===== config.mk =====
export PLATFORM = sky130hd
export DESIGN_NAME = irf_win_swap_seq
export DESIGN_NICKNAME = d
export VERILOG_FILES = /design/src/rtl/irf_win_swap_seq.sv
export SDC_FILE = /design/constraint.sdc
export NUM_CORES = 1
export LEC_CHECK = 0
export ABC_CLOCK_PERIOD_IN_PS = 2870
export CAP_MARGIN = 15
export CORE_MARGIN = 4
export CORE_UTILIZATION = 51
export CTS_CLUSTER_DIAMETER = 150
export DETAILED_ROUTE_END_ITERATION = 12
export PLACE_DENSITY = 0.76
export SLEW_MARGIN = 15
export SYNTH_ARGS = -nofsm -noshare
export SYNTH_HDL_FRONTEND = slang
export SYNTH_SLANG_ARGS = --single-unit

===== constraint.sdc =====
create_clock -name clk -period 2.87 [get_ports clk]
set_input_delay 0.574 -clock clk [delete_from_list [all_inputs] [get_ports clk]]
set_output_delay 0.574 -clock clk [all_outputs]
set_load 0.02 [all_outputs]

===== src/rtl/irf_win_swap_seq.sv =====
// rtl/irf_win_swap_seq.sv - register-file window swap sequencer
// Queues window-swap requests and issues save/restore/done strobes one swap at a time.
module irf_win_swap_seq #(
  parameter int QDEPTH = 2
) (
  input  logic       clk,
  input  logic       reset_l,
  input  logic       swp_req_vld,
  output logic       swp_req_rdy,
  input  logic       swp_req_tid,
  input  logic [2:0] swp_req_old_cwp,
  input  logic [2:0] swp_req_new_cwp,
  output logic       save,
  output logic [3:0] save_addr,
  output logic       restore,
  output logic [3:0] restore_addr,
  output logic [1:0] swp_busy,
  output logic       swp_done,
  output logic       swp_done_tid
);

  localparam int PW = $clog2(QDEPTH);
  localparam int CW = PW + 1;

  typedef enum logic [1:0] {IDLE, SAVE, RESTORE, DONE} state_t;

  state_t        state_q, state_d;
  logic [6:0]    mem [QDEPTH];
  logic [PW-1:0] wr_ptr, rd_ptr;
  logic [CW-1:0] count;
  logic          push, pop;
  logic [6:0]    head;

  logic          w_tid;
  logic [2:0]    w_old, w_new;

  logic          save_d, restore_d, done_d, done_tid_d;
  logic [3:0]    save_addr_d, restore_addr_d;
  logic [1:0]    busy_d;

  function automatic logic [PW-1:0] ptr_inc(input logic [PW-1:0] p);
    return (p == PW'(QDEPTH - 1)) ? '0 : p + PW'(1);
  endfunction

  // rdy looks only at registered occupancy, never at vld
  assign swp_req_rdy = (count != CW'(QDEPTH));
  assign push        = swp_req_vld & swp_req_rdy;
  assign head        = mem[rd_ptr];

  always_ff @(posedge clk) begin
    if (push) mem[wr_ptr] <= {swp_req_tid, swp_req_old_cwp, swp_req_new_cwp};
  end

  always_ff @(posedge clk or negedge reset_l) begin
    if (!reset_l) begin
      wr_ptr <= '0;
      rd_ptr <= '0;
      count  <= '0;
    end else begin
      if (push) wr_ptr <= ptr_inc(wr_ptr);
      if (pop)  rd_ptr <= ptr_inc(rd_ptr);
      case ({push, pop})
        2'b10:   count <= count + CW'(1);
        2'b01:   count <= count - CW'(1);
        default: count <= count;
      endcase
    end
  end

  always_ff @(posedge clk or negedge reset_l) begin
    if (!reset_l) state_q <= IDLE;
    else          state_q <= state_d;
  end

  // Outputs are registered from the current state, so each strobe lags its state by one edge
  always_comb begin
    state_d        = state_q;
    pop            = 1'b0;
    save_d         = 1'b0;
    save_addr_d    = 4'h0;
    restore_d      = 1'b0;
    restore_addr_d = 4'h0;
    done_d         = 1'b0;
    done_tid_d     = 1'b0;
    busy_d         = 2'b00;
    case (state_q)
      IDLE: begin
        if (count != '0) begin
          pop     = 1'b1;
          state_d = (head[5:3] != head[2:0]) ? SAVE : DONE;
        end
      end
      SAVE: begin
        save_d      = 1'b1;
        save_addr_d = {w_tid, w_old};
        busy_d      = w_tid ? 2'b10 : 2'b01;
        state_d     = RESTORE;
      end
      RESTORE: begin
        restore_d      = 1'b1;
        restore_addr_d = {w_tid, w_new};
        busy_d         = w_tid ? 2'b10 : 2'b01;
        state_d        = DONE;
      end
      DONE: begin
        done_d     = 1'b1;
        done_tid_d = w_tid;
        busy_d     = w_tid ? 2'b10 : 2'b01;
        state_d    = IDLE;
      end
      default: state_d = IDLE;
    endcase
  end

  always_ff @(posedge clk or negedge reset_l) begin
    if (!reset_l) begin
      w_tid        <= 1'b0;
      w_old        <= 3'd0;
      w_new        <= 3'd0;
      save         <= 1'b0;
      save_addr    <= 4'h0;
      restore      <= 1'b0;
      restore_addr <= 4'h0;
      swp_done     <= 1'b0;
      swp_done_tid <= 1'b0;
      swp_busy     <= 2'b00;
    end else begin
      if (pop) begin
        w_tid <= head[6];
        w_old <= head[5:3];
        w_new <= head[2:0];
      end
      save         <= save_d;
      save_addr    <= save_addr_d;
      restore      <= restore_d;
      restore_addr <= restore_addr_d;
      swp_done     <= done_d;
      swp_done_tid <= done_tid_d;
      swp_busy     <= busy_d;
    end
  end

endmodule


==> results of run 1 <==
registers in the layout, summed over array words and instances, names as in the netlist, 2 cells and up:
signal	count
w_new	3
state_q	2
mem	14
swp_busy	2
save_addr	4
w_old	3
count	2
restore_addr	4
metrics by stage:
step                      instances  hold WS (ps)  total power, mW  util (%)  cell area [um2]
after global routing            186           531             2.16      64.0             1940
after CTS                       186           489             2.03      64.0             1940
after global placement          178           458             1.70      62.0             1880
final                           186           481             1.99      64.0             1940
after detailed placement        178           462             1.73      62.0             1880
after floorplan                 111           278             1.48         -             1590
layer usage:
metal,share of wire [%],wire [um],global-route usage [%],up-vias
met5,0,0,0,-
met4,2.8,60,8.63,0
met3,7.4,159,6.33,8
met2,48,1030,19.9,28
met1,42,898,13.4,401
li1,-,-,-,437
worst max-delay path, delay by kind of cell, from the launching register on:
kind	cells	cell delay (ps)
flip-flops	1	490
buffers and inverters	1	610
AND/OR/NAND/NOR	1	190
cell families (layout without fill, tap and decap cells):
kind of cell,Yosys count,in the layout,share of synthesized area [%]
AO/OA/AOI/OAI,12,12,4.96
XOR/XNOR,11,11,6.06
adder cells (fa/ha/maj),6,6,4.72
buffers and inverters,6,37,1.89
flip-flops,41,41,68.9
multiplexers,7,7,4.41
AND/OR/NAND/NOR,28,28,9.05
synth_stat cells (3+ instances only):
cell type / count / area [um2]
a31oi_1: 3 / 18.8
inv_1: 3 / 11.3
dfrtp_1: 27 / 676
xnor2_1: 7 / 61.3
edfxtp_1: 14 / 420
mux2i_1: 7 / 70.1
xor2_1: 4 / 35.0
ha_1: 6 / 75.1
o21ai_0: 7 / 35.0
nand2_1: 8 / 30.0
nor2_1: 5 / 18.8
and2_1: 9 / 56.3
where the power goes:
| part | total (mW) | switching, mW | internal [mW] |
|---|---|---|---|
| clock | 0.293 | 0.172 | 0.121 |
| combinational | 0.733 | 0.377 | 0.356 |
| sequential | 0.967 | 0.145 | 0.822 |
area by class of cell:
type	count	area, um2
Sequential cell	41	1100
Clock inverter	1	6.26
Fill cell	259	1090
Inverter	4	15.0
Multi-Input combinational cell	64	464
Timing Repair Buffer	25	248
Clock buffer	7	55.1
Tap cell	44	55.1
worst max path at each step:
stage	to	slack [ps]	startpoint	depth (start not counted)
after floorplan	mem[0][0]$_DFFE_PP_	1300	count[0]$_DFFE_PN0P_	3
after global placement	mem[0][0]$_DFFE_PP_	940	swp_req_vld	3
after detailed placement	mem[0][3]$_DFFE_PP_	890	swp_req_vld	3
after CTS	swp_req_rdy	640	count[0]$_DFFE_PN0P_	2
after global routing	swp_req_rdy	570	count[0]$_DFFE_PN0P_	2
final	swp_req_rdy	660	count[0]$_DFFE_PN0P_	2
==> reports/metrics.csv, run 1 <==
metric,value,unit
share of post-route cells with drive strength above 1,7.75,%
r2r setup slk,1170,ps
Synth Warn #,0,
Die W,63.8,um
reg2reg end,count[1]$_DFFE_PN0P_,
Setup WS pre-CTS,889,ps
"Hold-fix buffers, CTS",0,
max incr delay on CP,610,ps
Port-buffer cells,24,
CTS buffer count,5,
"commonest non-fill, non-tap cell in the layout",dfrtp_1,
Hold Path Sink,w_new[0]$_DFFE_PN0P_,
global-route wire length before repair,3800,um
startpoint types,flop,
worst clock skew,5.64,ps
CP Class,flop to output port,
Final nets,157,
via count,874,
Starting Density,52.5,%
core area,3030,um2
Routed Antenna Nets,0,
worst-path cell chain,"nand2b_1, clkdlybuf4s50_1",
First DRT Iteration DRCs,17,
Clock H-tree levels,2,
setup violators final,0,
Area Growth Syn to Fin,22.0,%
"EDFF count, synth",14,
CP arrival,1640,ps
TritonRoute pass-1 iters,2,
sequential share of the synthesized area,68.9,%
Min-Delay Path Class,flop to flop,
CTS sink count,41,
Cell variety after synth,23,
via/cell ratio,4.70,
die area,4080,um2
CTS Buffer Depth,2,
Final TNS setup,0,ps
post-CTS sizing,0,
average wire per standard cell,11.5,um
largest net degree at the start of global routing,28,
Post-Syn Instances,111,
Post-Syn Nets,127,
Pleak,0.830,nW
Tcrit/Tclk final,77.0,%
drt drc,0,
worst min-delay path startpoint,w_new[0]$_DFFE_PN0P_,
fraction of registers with async set/reset,65.9,%
root buffer cell,clkbuf_4,
worst setup margin,660,ps
f_max,453,MHz
status,"complete, no violations",
Die Height,63.8,um
Mapped Avg Cell Area,14.3,um2
Cell Pwr Density,1030,nW/um2
clk_lat worst skew,350,ps
post-synthesis cell area,1590,um2
routability cong.,0.689,
fin. max-slew vios,0,
most frequent cells in the layout,"dfrtp_1 (27), clkdlybuf4s50_1 (24), edfxtp_1 (14)",
Post-CTS Setup Bufs,0,
R2R depth,7,
post-DP HPWL,1630,um
Tot GR Track Use,12.7,%
Tmin final,2210,ps
Worst-path clk slew,110,ps
Max-Cap Viols,0,
Slew HR,64.2,%
n_diodes,0,
top_reg_cell synth,dfrtp_1,
slowest CP cell,clkdlybuf4s50_1,
initial antenna violation count,0,
final WL,2150,um
vias in the first global route,879,
final hold vios,0,
crit-path max FO,5,
# IOs,25,
CTS tree,built,
hold path cells,2,
Row Count,20,
worst r2r src,state_q[0]$_DFFE_PN0P_,
Critical Path RT,2300,ps
RSZ-0062 raised after global routing,no,
synthesis-stage register bit count,41,
Peak VDD IR,0.598,mV
measured slew at the worst slew-check pin,535,ps
Crit. End Element,output port,
GRT Residual Overflow,0,
Power figures use the tool's default switching activity.
==> run 2: changes to the inputs <==
- ABC_CLOCK_PERIOD_IN_PS: 2870 -> 1800
- CORE_UTILIZATION: 51 -> 47
- PLACE_DENSITY: 0.76 -> 0.74
- clock period: 2.87 -> 1.8 ns (I/O delays scaled with it)
==> run 2 against run 1 <==
  * Non-clock buffer count increased by 3
  * Wire length increased by 6.1%
  * Clock skew increased by 1.2 ps
  * Setup slack got worse by 500 ps
  * Largest power group unchanged
  * Critical path type unchanged
  * Register-to-register slack got worse by 980 ps
  * Cell count increased by 1.1%
  * Core utilization decreased by 2.3 points
==> reports/metrics.csv, run 2 (synthesis results as in run 1) <==
metric,value,unit,change
status,"complete, no violations",,unchanged
# IOs,25,,unchanged
initial antenna violation count,0,,unchanged
Die Height,66.2,um,was 63.8 um
R2R depth,7,,unchanged
CTS tree,built,,unchanged
Fillers,285,,was 259
die area,4380,um2,was 4080 um2
Int Power,2.06,mW,was 1.30 mW
GRT Residual Overflow,0,,unchanged
largest net degree at the start of global routing,28,,unchanged
Row Count,20,,unchanged
First DRT Iteration DRCs,7,,was 17
Cell Pwr Density,1630,nW/um2,was 1030 nW/um2
Final nets,160,,was 157
RSZ-0062 raised after global routing,no,,unchanged
drt drc,0,,unchanged
Reg area,1100,um2,unchanged
fin. max-slew vios,0,,unchanged
TritonRoute pass-1 iters,3,,was 2
Slew HR,65.6,%,was 64.2%
final WL,2280,um,was 2150 um
Crit. End Element,output port,,unchanged
Clock H-tree levels,2,,unchanged
Psw,1.11,mW,was 0.694 mW
Max-Cap Viols,0,,unchanged
global-route wire length before repair,3960,um,was 3800 um
Routed Antenna Nets,0,,unchanged
Peak VDD IR,0.863,mV,was 0.598 mV
n_diodes,0,,unchanged
GR Util met1,13.8,%,was 13.4%
final core utilization,61.7,%,was 64.0%
register name with the most flops,mem,,unchanged
clock share of power,12.7,%,was 14.7%
Pleak,0.836,nW,was 0.830 nW
via count,883,,was 874
f_max,611,MHz,
Worst-path clk slew,100,ps,was 110 ps
Die W,66.2,um,was 63.8 um
GRT met3 Usage,5.61,%,was 6.33%
setup violators final,0,,unchanged
root buffer cell,clkbuf_4,,unchanged
Tmin final,1640,ps,
CTS sink count,41,,unchanged
"Hold-fix buffers, CTS",0,,unchanged
Starting Density,50.4,%,was 52.5%
vias in the first global route,918,,was 879
startpoint types,flop,,unchanged
Seq pwr share,48.2,%,was 48.5%
Area Growth Syn to Fin,22.3,%,was 22.0%
Final TNS setup,0,ps,unchanged
routability cong.,0.712,,was 0.689
CP Class,flop to output port,,unchanged
"commonest non-fill, non-tap cell in the layout",dfrtp_1,,unchanged
combinational share of power,39.1,%,was 36.8%
reg2reg end,count[1]$_DFFE_PN0P_,,unchanged
post-DP HPWL,1780,um,was 1630 um
top flop regs,"mem (14), restore_addr (4), save_addr (4)",,unchanged
multi-input logic area,464,um2,unchanged
worst r2r src,state_q[0]$_DFFE_PN0P_,,unchanged
global routing's busiest layer,met2,,unchanged
CTS Buffer Depth,2,,unchanged
core area,3150,um2,was 3030 um2
share of post-route cells with drive strength above 1,9.03,%,was 7.75%
CP arrival,1280,ps,was 1640 ps
CTS buffer count,5,,unchanged
crit-path max FO,4,,was 5
measured slew at the worst slew-check pin,516,ps,was 535 ps
Port-buffer cells,24,,unchanged
sw frac,35.0,%,was 34.8%
worst clock skew,6.86,ps,was 5.64 ps
average wire per standard cell,12.1,um,was 11.5 um
via/cell ratio,4.70,,about the same
most frequent cells in the layout,"dfrtp_1 (27), clkdlybuf4s50_1 (23), edfxtp_1 (14)",,"was dfrtp_1 (27), clkdlybuf4s50_1 (24), edfxtp_1 (14)"
r2r setup slk,190,ps,was 1170 ps
clk_lat worst skew,330,ps,was 350 ps
final hold vios,0,,unchanged
Tot GR Track Use,12.5,%,was 12.7%
met2 usage in global routing,20.6,%,was 19.9%
max reg flops,14,,unchanged
Critical Path RT,1440,ps,was 2300 ps
Tcrit/Tclk final,91.0,%,
Min-Delay Path Class,input pin to async pin,,was flop to flop
run 2: cell types whose count changed in the layout (fill, tap and decap cells not counted), sizes merged:
| cell | delta |
|---|---|
| clkinv | +1 |
| inv | -1 |
| buf | +3 |
| clkbuf | -1 |
| clkdlybuf4s50 | -1 |
| dlygate4sd2 | +1 |
run 2: power by group through the flow:
stage          Clock [mW]  Combinational [mW]  Sequential (mW)
2_1_floorplan           0               0.728             1.63
3_3_place_gp            0                1.22             1.53
3_5_place_dp            0                1.27             1.56
4_1_cts             0.426                1.26             1.53
5_1_grt             0.472                1.38             1.57
6_report            0.400                1.24             1.53
run 2: how the worst max path moves through the flow:
stage                      startpoint                      to  depth (start not counted)
2_1_floorplan    count[0]$_DFFE_PN0P_     mem[0][0]$_DFFE_PP_                          3
3_3_place_gp              swp_req_vld    count[1]$_DFFE_PN0P_                          5
3_5_place_dp              swp_req_vld    count[1]$_DFFE_PN0P_                          5
4_1_cts                save$_DFF_PN0_                    save                          1
5_1_grt        state_q[1]$_DFFE_PN0P_  state_q[1]$_DFFE_PN0P_                          7
6_report         count[1]$_DFFE_PN0P_             swp_req_rdy                          2
run 2: cell type report:
cell class,instances,share of cell area [%]
inverter,4,0.772
clock buffer,6,2.12
sequential,41,56.3
multi-input combinational,64,23.9
clock inverter,1,0.257
tap,44,2.83
timing repair buffer,28,13.8
run 2: worst max-delay path, cell delays in order, from the launching register on:
cell and delay [ps]:
dfrtp_1 450, nand2b_1 150, dlygate4sd2_1 350
run 2: what timing repair did:
item / in CTS / in global routing
setup endpoints to repair: 1 / 0
hold endpoints to repair: 0 / 0
setup buffers: 0 / 0
resized for setup: 1 / 0
run 2: through the flow:
step                      hold WS [ps]  instance area (um2)  total power [mW]  setup WS, ps  cells
final                              383                 1950              3.16           163    188
after detailed placement           463                 1900              2.82           128    181
after global routing               385                 1950              3.42          71.5    188
after CTS                          376                 1950              3.22           131    188
after floorplan                   64.4                 1590              2.35           231    111
after global placement             460                 1900              2.75           207    181
run 2: layer usage:
metal	share of wire, %	vias to the layer above
met1	41	409
met5	0	-
met2	49	28
li1	-	439
met3	7.1	7
met4	1.9	0
==> run 3: changes to the inputs <==
- CELL_PAD_IN_SITES_DETAIL_PLACEMENT: unset -> 1
- CELL_PAD_IN_SITES_GLOBAL_PLACEMENT: unset -> 1
- CORE_UTILIZATION: 47 -> 38
- PLACE_DENSITY: 0.74 -> unset
- PLACE_DENSITY_LB_ADDON: unset -> 0.1
==> run 3 against run 2 <==
  * Setup slack improved by 23 ps
  * Cell area is 2.8% higher
  * Total power is 6.7% higher
  * Combinational power up 5%
  * Die area is 21% higher
  * Core utilization fell by 12 points
  * Highest routed layer unchanged
==> reports/metrics.csv, run 3 (synthesis results as in run 1) <==
metric,value,unit,change
via/cell ratio,4.46,,was 4.70
First DRT Iteration DRCs,19,,was 7
sw frac,34.9,%,was 35.0%
vias in the first global route,910,,was 918
Die Height,72.7,um,was 66.2 um
Pleak,0.861,nW,was 0.836 nW
Final TNS setup,0,ps,unchanged
Clock H-tree levels,2,,unchanged
f_max,620,MHz,was 611 MHz
clk_lat worst skew,290,ps,was 330 ps
die area,5280,um2,was 4380 um2
Row Count,23,,was 20
share of post-route cells with drive strength above 1,11.0,%,was 9.03%
status,"complete, no violations",,unchanged
CTS tree,built,,unchanged
CTS buffer count,5,,unchanged
Starting Density,39.5,%,was 50.4%
register name with the most flops,mem,,unchanged
Tmin final,1610,ps,was 1640 ps
final hold vios,0,,unchanged
Int Power,2.20,mW,was 2.06 mW
Final nets,161,,was 160
routability cong.,0.704,,was 0.712
core area,4030,um2,was 3150 um2
Port-buffer cells,24,,unchanged
Critical Path RT,2000,ps,was 1440 ps
measured slew at the worst slew-check pin,332,ps,was 516 ps
largest net degree at the start of global routing,28,,unchanged
most frequent cells in the layout,"dfrtp_1 (27), clkdlybuf4s50_1 (23), edfxtp_1 (14)",,unchanged
"commonest non-fill, non-tap cell in the layout",dfrtp_1,,unchanged
worst clock skew,4.48,ps,was 6.86 ps
Crit. End Element,flop,,was output port
# IOs,25,,unchanged
Finished Cell Area,2000,um2,was 1950 um2
Psw,1.18,mW,was 1.11 mW
crit path from,state_q[0]$_DFFE_PN0P_,,was count[1]$_DFFE_PN0P_
n_diodes,0,,unchanged
CTS sink count,41,,unchanged
Tot GR Track Use,10.8,%,was 12.5%
Worst-path clk slew,80,ps,was 100 ps
Max-Cap Viols,0,,unchanged
Seq pwr share,44.4,%,was 48.2%
CP arrival,1810,ps,was 1280 ps
Slew HR,77.9,%,was 65.6%
Die W,72.7,um,was 66.2 um
Min-Delay Path Class,input pin to async pin,,unchanged
CP Class,flop to flop,,was flop to output port
drt drc,0,,unchanged
GRT Residual Overflow,0,,unchanged
combinational share of power,38.6,%,was 39.1%
top flop regs,"mem (14), restore_addr (4), save_addr (4)",,unchanged
startpoint types,flop,,unchanged
post-DP HPWL,1830,um,was 1780 um
Tcrit/Tclk final,89.7,%,was 91.0%
Peak VDD IR,0.794,mV,was 0.863 mV
Area Growth Syn to Fin,25.7,%,was 22.3%
max reg flops,14,,unchanged
Placed Area,1920,um2,was 1900 um2
clock share of power,17.0,%,was 12.7%
CTS Buffer Depth,2,,unchanged
root buffer cell,clkbuf_8,,was clkbuf_4
worst r2r src,state_q[0]$_DFFE_PN0P_,,unchanged
TritonRoute pass-1 iters,3,,unchanged
Cell Pwr Density,1690,nW/um2,was 1630 nW/um2
crit-path max FO,16,,was 4
via count,874,,was 883
global-route wire length before repair,4280,um,was 3960 um
RSZ-0062 raised after global routing,no,,unchanged
average wire per standard cell,12.3,um,was 12.1 um
Fillers,428,,was 285
"Hold-fix buffers, CTS",0,,unchanged
initial antenna violation count,0,,unchanged
final WL,2410,um,was 2280 um
fin. max-slew vios,0,,unchanged
Routed Antenna Nets,0,,unchanged
setup violators final,0,,unchanged
## run 3: changes by cell type in the layout (fill, tap and decap cells not counted)
cell      delta
clkbuf_4     -5
clkbuf_8     +5
buf_4        +1
clkbuf_1     -1
clkinv_2     +1
inv_4        +1
## run 3: timing repair
item,4_1_cts,5_1_grt
endpoints found under the setup margin,1,0
buffers inserted,0,0
gates resized for setup,1,0
## run 3: worst max-delay path, stage by stage (launching register included)
cell and delay [ps]:
dfrtp_1 400, inv_1 130, ha_1 290, o21ai_4 90
buf_4 190, nor3_2 150, a31oi_1 60, o221ai_1 200
## run 3: final timing paths
kind	to	slack (ps)	depth (start not counted)
min in group clk	w_new[1]$_DFFE_PN0P_	470	2
hold / removal	swp_done$_DFF_PN0_	440	2
setup / recovery	state_q[1]$_DFFE_PN0P_	190	7
max in group asynchronous	rd_ptr$_DFFE_PN0P_	1100	2
hold reg to reg	w_new[1]$_DFFE_PN0P_	470	2
setup reg to reg	state_q[1]$_DFFE_PN0P_	190	7
## run 3: metrics by stage
step / setup WS [ps] / util (%) / std cells / power (mW) / hold WS (ps)
2_1_floorplan: 231 / - / 111 / 2.35 / 64.4
3_3_place_gp: 198 / 47.5 / 188 / 2.79 / 457
3_5_place_dp: 152 / 47.5 / 188 / 2.85 / 464
4_1_cts: 176 / 49.6 / 196 / 3.42 / 450
5_1_grt: 23.8 / 49.6 / 196 / 3.63 / 474
6_report: 186 / 49.6 / 196 / 3.37 / 442
## run 3: cell type report
cell class              instances  area, um2  share of cell area (%)
flip-flops and latches         41       1100                    54.8
clock inverters                 3       16.3                   0.814
well taps                      50       62.6                    3.13
repair buffers                 29        277                    13.8
multi-input cells              64        464                    23.2
clock buffers                   5       68.8                    3.44
inverters                       4       15.0                   0.751
## run 3: per-layer routing
| layer | track usage, % | up-vias | routed length [um] |
|---|---|---|---|
| met5 | 0 | - | 0 |
| met4 | 5.53 | 0 | 52 |
| met1 | 13.0 | 397 | 1080 |
| met3 | 3.99 | 6 | 191 |
| met2 | 16.8 | 26 | 1090 |
| li1 | - | 445 | - |
## run 3: power groups by stage
| stage | Sequential, mW | Clock [mW] | Combinational, mW |
|---|---|---|---|
| 2_1_floorplan | 1.63 | 0 | 0.728 |
| 3_3_place_gp | 1.51 | 0 | 1.29 |
| 3_5_place_dp | 1.52 | 0 | 1.33 |
| 4_1_cts | 1.50 | 0.593 | 1.33 |
| 5_1_grt | 1.55 | 0.630 | 1.45 |
| 6_report | 1.50 | 0.574 | 1.30 |
